[config.mk]
export PLATFORM = sky130hd
export DESIGN_NAME = majority_sampler
export DESIGN_NICKNAME = d
export VERILOG_FILES = /design/src/rtl/majority_sampler.sv
export SDC_FILE = /design/constraint.sdc
export NUM_CORES = 1
export LEC_CHECK = 0
export CAP_MARGIN = 20
export CORE_AREA = 8 8 45 47
export DETAILED_ROUTE_END_ITERATION = 12
export DIE_AREA = 0 0 53 55
export DONT_BUFFER_PORTS = 1
export PLACE_DENSITY = 0.66
export SETUP_SLACK_MARGIN = 0.2
export SLEW_MARGIN = 0
export SYNTH_ARGS = -nofsm -noshare
export SYNTH_HDL_FRONTEND = slang
export SYNTH_SLANG_ARGS = --single-unit
[constraint.sdc]
create_clock -name clk -period 1.9 [get_ports clk]
set_clock_uncertainty 0.2 [all_clocks]
set_input_delay 0.19 -clock clk [delete_from_list [all_inputs] [get_ports clk]]
set_output_delay 0.19 -clock clk [all_outputs]
set_load 0.1 [all_outputs]
[src/rtl/majority_sampler.sv]
// majority_sampler: five-point bit-period oversampler feeding the majority voter; define MAJ_SAMPLER_SYNC_EN for a 2-flop din synchronizer
module majority_sampler #(
  parameter int CLKS_PER_BIT = 16,
  parameter int SPACING = 2
) (
  input  logic       clk,
  input  logic       rst,
  input  logic       en,
  input  logic       align,
  input  logic       din,
  output logic [4:0] samples,
  output logic       samples_valid,
  input  logic       samples_ready,
  output logic       overrun
);
  localparam int cw = $clog2(CLKS_PER_BIT);
  localparam int mid = CLKS_PER_BIT / 2;
  localparam logic [cw-1:0] last = cw'(CLKS_PER_BIT - 1);
  logic [cw-1:0] cnt;
  logic [4:0] sh;
  logic line;
  logic run;
  logic done;
`ifdef MAJ_SAMPLER_SYNC_EN
  logic [1:0] sync;
  always_ff @(posedge clk)
    sync <= rst ? 2'b00 : {sync[0], din};
  assign line = sync[1];
`else
  assign line = din;
`endif
  assign run = en && !align;
  assign done = run && cnt == last;
  always_ff @(posedge clk) begin
    if (rst || !run) begin
      cnt <= '0;
      sh <= '0;
    end else begin
      cnt <= (cnt == last) ? '0 : cnt + 1'b1;
      for (int k = 0; k < 5; k++)
        if (cnt == cw'(mid + (k - 2) * SPACING)) sh[k] <= line;
    end
  end
  always_ff @(posedge clk) begin
    if (rst) begin
      samples <= '0;
      samples_valid <= 1'b0;
      overrun <= 1'b0;
    end else begin
      if (done) samples <= sh;
      samples_valid <= done || (samples_valid && !samples_ready);
      if (done && samples_valid && !samples_ready) overrun <= 1'b1;
    end
  end
endmodule

Word-level counts from Yosys, hierarchy flattened
Cells that the tools add are included.
- bits in latches: 0
- input bits: 6
- flip-flop bits (word level): 16
- memory bits (writable): 0
- memory bits (read-only): 0
- logic and storage cells: 27
- output and inout bits: 7
- memories kept: 0
- bitwise gates (word level): 0
- add/subtract/negate cells: 1
- divide/modulo/power cells: 0
- multiplexer cells: 0
- reduce and logical (&&, ||, !) cells: 11
- equality and inequality tests: 6
- multipliers: 0
- shift-type cells: 0
- magnitude comparators: 0
- operators by type and width (cell ; count):
    $eq A4 B4 Y1 const B ; 4
    $eq A4 B3 Y1 const B ; 2
    $logic_and A1 B1 Y1 ; 5
    $add A4 B1 Y4 const B ; 1
    $logic_not A1 Y1 ; 3
    $logic_or A1 B1 Y1 ; 2
    $reduce_or A2 Y1 ; 1

Longest topological paths before layout
- depth in word-level cells: 5
- mapped depth: 5
- depth with buffers taken out: 5

Least setup slack after synthesis
No wires, ideal clock.
- kind: register to register
- from: register samples_valid
- to: register overrun
- period minus slack after synthesis: 1.569 ns
- required time: 1.615 ns
- path slack: 0.331 ns
- arrival time: 1.284 ns
- setup time: 0.085 ns
- cell stages (with the launch flop): 3
- path buffers: 0
- cell sequence: dfxtp_1 > nand2b_1 > o31ai_2
- word-level cells in the longest chain between the ends: 2
- RTL lines (item ; RTL line ; RTL):
    start, declared ; 12 ; output logic samples_valid,
    start signal, assigned ; 51 ; samples_valid <= done || (samples_valid && !samples_ready);
    $logic_and A1 B1 Y1 (2 in a row) ; 52 ; if (done && samples_valid && !samples_ready) overrun <= 1'b1;
    end signal, assigned ; 48 ; overrun <= 1'b0;
    end signal, assigned ; 52 ;
    end, declared ; 14 ; output logic overrun
No other way between the ends.
A chain may end at the register's enable or synchronous reset.

Worst setup path in the final report
- from: register cnt[1]
- to: register overrun
- word-level cells in the longest chain between the ends: 4
- RTL lines (item ; RTL line ; RTL):
    start, declared ; 19 ; logic [cw-1:0] cnt;
    start signal, assigned ; 39 ; cnt <= (cnt == last) ? '0 : cnt + 1'b1;
    $eq A4 B4 Y1 ; 33 ; assign done = run && cnt == last;
    $logic_and A1 B1 Y1 ; 33 ;
    $logic_and A1 B1 Y1 (2 in a row) ; 52 ;
No other way between the ends.

==> flow_summary.json <==
{
  "fmax_mhz": 621,
  "timing.rr.start": "cnt[1]$_SDFF_PP0_",
  "path_clk_slew_ns": 0.09,
  "timing.final.ws_setup_ns": 0.289,
  "critPathRequiredTime_ns": 1.91,
  "slowest_delay_ns": 0.44,
  "syn_inst": 72,
  "end_kind": "flip-flop",
  "cts-root-buf": "clkbuf_4",
  "synth-xor-area-share": 0.0122,
  "r2r_slack_ns": 0.29,
  "yosys.area_share.adder": 0.0522,
  "post-route-min-period_ns": 1.61,
  "synth_cell_type_count": 21,
  "antennaDiodeCount": 0,
  "hold_viol": 0,
  "cp_max_fo": 4,
  "hp-class": "in -> reg",
  "ys_seq_elements": 16,
  "ioPinCount": 13,
  "dp_hpwl_um": 903,
  "dieHeight_um": 55,
  "drive_above_1_share": 0.221,
  "core_um2": 1380,
  "cts_tree": "yes",
  "fin_tns_setup_ns": 0,
  "area_growth_syn_to_layout_pct": 21.9,
  "ir_drop_uv": 361,
  "fin_nets": 96,
  "synth_compound_area_frac": 0.0452,
  "p_leak_nw": 0.332,
  "avgSynthCellArea_um2": 9.99,
  "critPathKind": "reg -> reg",
  "grt_use_total": 0.0990,
  "ant_nets": 0,
  "synth_top_family_by_area": "simple AND/OR/NAND/NOR gates",
  "initial_core_util": 0.520,
  "fin_crit_sh": 0.848,
  "antenna_found_initial": 0,
  "crit_arrival_ns": 1.62,
  "dr_total_vias": 528,
  "htreeDepth": 1,
  "powerDensity_nw_per_um2": 663,
  "routedWlPerCell_um": 12.4,
  "wl_um": 1270,
  "clkLatencyLatePin_ns": 0.28,
  "max-cap-violations": 0,
  "clock_path_buffers": 2,
  "clock_sinks": 16,
  "setup_violations": 0,
  "grt_pass1_vias": 529,
  "p_total_w": 0.000581,
  "worstSetupStartpointType": "flip-flop",
  "slew_viol_final": 0,
  "netlist_area_um2": 719,
  "cp_top_family": "simple AND/OR/NAND/NOR gates",
  "io_buffers": 0,
  "grt_max_degree": 14,
  "hold_start": "rst",
  "grt_pass1_wl_um": 2130,
  "first_pass_iters": 4,
  "post_cts_buffers": 0,
  "synthMuxAreaShare": 0.139,
  "numCtsBuffers": 3,
  "status": "finished clean",
  "tightest_slew_ns": 0.360,
  "cp_cell_sequence": "ha_2 -> nand3_2 -> or3b_1 -> o31ai_2",
  "cp-startpoint": "cnt[1]$_SDFF_PP0_",
  "whs_ns": 0.00873,
  "synthesis.nets": 81,
  "slowest_stage": "or3b_1",
  "vias_per_cell": 5.18,
  "yosysWarningCount": 0,
  "nFillCells": 121,
  "pre_cts_slack_ns": 0.247,
  "grt_overflow": 0,
  "rows": 14,
  "die_width_um": 53,
  "slew_headroom": 0.759,
  "rsz0062_at_grt": "false",
  "dieArea_um2": 2920,
  "drcViolationCount": 0,
  "routabilityCongestion": 0.691,
  "critPathBufInv": 0,
  "synthSimpleGateAreaFrac": 0.271,
  "drt_iter0_drc": 3,
  "ys_seq_area_frac": 0.445
}
[final timing paths]
| check | cells past startpoint | endpoint |
|---|---|---|
| worst min-delay path | 2 | cnt[1]$_SDFF_PP0_ |
| worst max register to register | 4 | overrun$_SDFFE_PP0P_ |
| worst max-delay path | 4 | overrun$_SDFFE_PP0P_ |
| worst min register to register | 1 | cnt[0]$_SDFF_PP0_ |
[routing by layer]
metal	share of wire	routed length (um)	global-route usage
met1	0.46	586	0.104
met2	0.47	595	0.162
met3	0.056	71	0.0401
met4	0.011	14	0.0647
met5	0	0	0
[sequential cells by signal (all words and copies together), names as in the netlist]
register / count
samples: 5
sh: 5
samples_valid: 1
cnt: 4
overrun: 1
[report_power, final]
part / leakage, nW / total, W / internal, W / switching, W
clock network: 0.0210 / 0.000220 / 0.000117 / 0.000103
registers: 0.130 / 0.000337 / 0.000336 / 0.00000112
logic: 0.181 / 0.0000240 / 0.0000139 / 0.0000101
total: 0.332 / 0.000581 / 0.000467 / 0.000115
[cells by family (layout without fill, tap and decap cells)]
group,count (synthesis),count (layout)
muxes,10,10
AOI/OAI and AO/OA,5,5
DFF,16,16
adders and majority gates,3,3
buffers and inverters,6,20
and+or+nand+nor,31,31
xor gates and xnor gates,1,1
[cell usage after synthesis (all sizes together)]
cell type / n / area (um2)
nand2: 1 / 3.75
or4: 1 / 7.51
nand3b: 4 / 30.0
clkbuf: 1 / 3.75
buf: 2 / 10.0
o21ai: 1 / 5.00
or3b: 2 / 17.5
nor2: 7 / 26.3
ha: 3 / 37.5
mux2i: 10 / 100
a21oi: 3 / 15.0
xnor2: 1 / 8.76
dfxtp: 16 / 320
inv: 3 / 11.3
o31ai: 1 / 12.5
nand3: 2 / 15.0
nor3b: 2 / 20.0
nand2b: 12 / 75.1
[worst register-to-register path, cell delays in order (launching register included)]
cell	delay (ns)
dfxtp_2	0.36
ha_2	0.21
nand3_2	0.11
or3b_1	0.44
o31ai_2	0.21
[cell usage in the layout, fill, tap and decap left out, drive strengths merged]
| cell | synthesis | routed |
|---|---|---|
| a21oi | 3 | 3 |
| buf | 2 | 8 |
| clkbuf | 1 | 4 |
| dfxtp | 16 | 16 |
| dlygate4sd3 | 0 | 5 |
| ha | 3 | 3 |
| inv | 3 | 3 |
| mux2i | 10 | 10 |
| nand2 | 1 | 1 |
| nand2b | 12 | 12 |
| nand3 | 2 | 2 |
| nand3b | 4 | 4 |
| nor2 | 7 | 7 |
| nor3b | 2 | 2 |
| o21ai | 1 | 1 |
| o31ai | 1 | 1 |
| or3b | 2 | 2 |
| or4 | 1 | 1 |
| xnor2 | 1 | 1 |
[final cells by class]
cell class	count	area, um2	share of cell area
Multi-Input combinational cell	50	377	0.429
Inverter	3	11.3	0.0128
Tap cell	16	20.0	0.0228
Timing Repair Buffer	13	110	0.126
Clock buffer	4	36.3	0.0414
Sequential cell	16	323	0.368
[metrics by stage]
stage	cell area [um2]	utilization	std cells
final	877	0.634	102
after global routing	877	0.634	102
after CTS	872	0.630	102
after detailed placement	786	0.568	93
after global placement	786	0.568	93
after floorplan	719	-	72
[what timing repair did]
item | 4_1_cts | 5_1_grt
resized for setup | 0 | 3
setup endpoints to repair | 0 | 1
endpoints found under the hold margin | 12 | 0
hold buffers | 5 | 0
No activity file was read; power rests on OpenSTA's default activity.
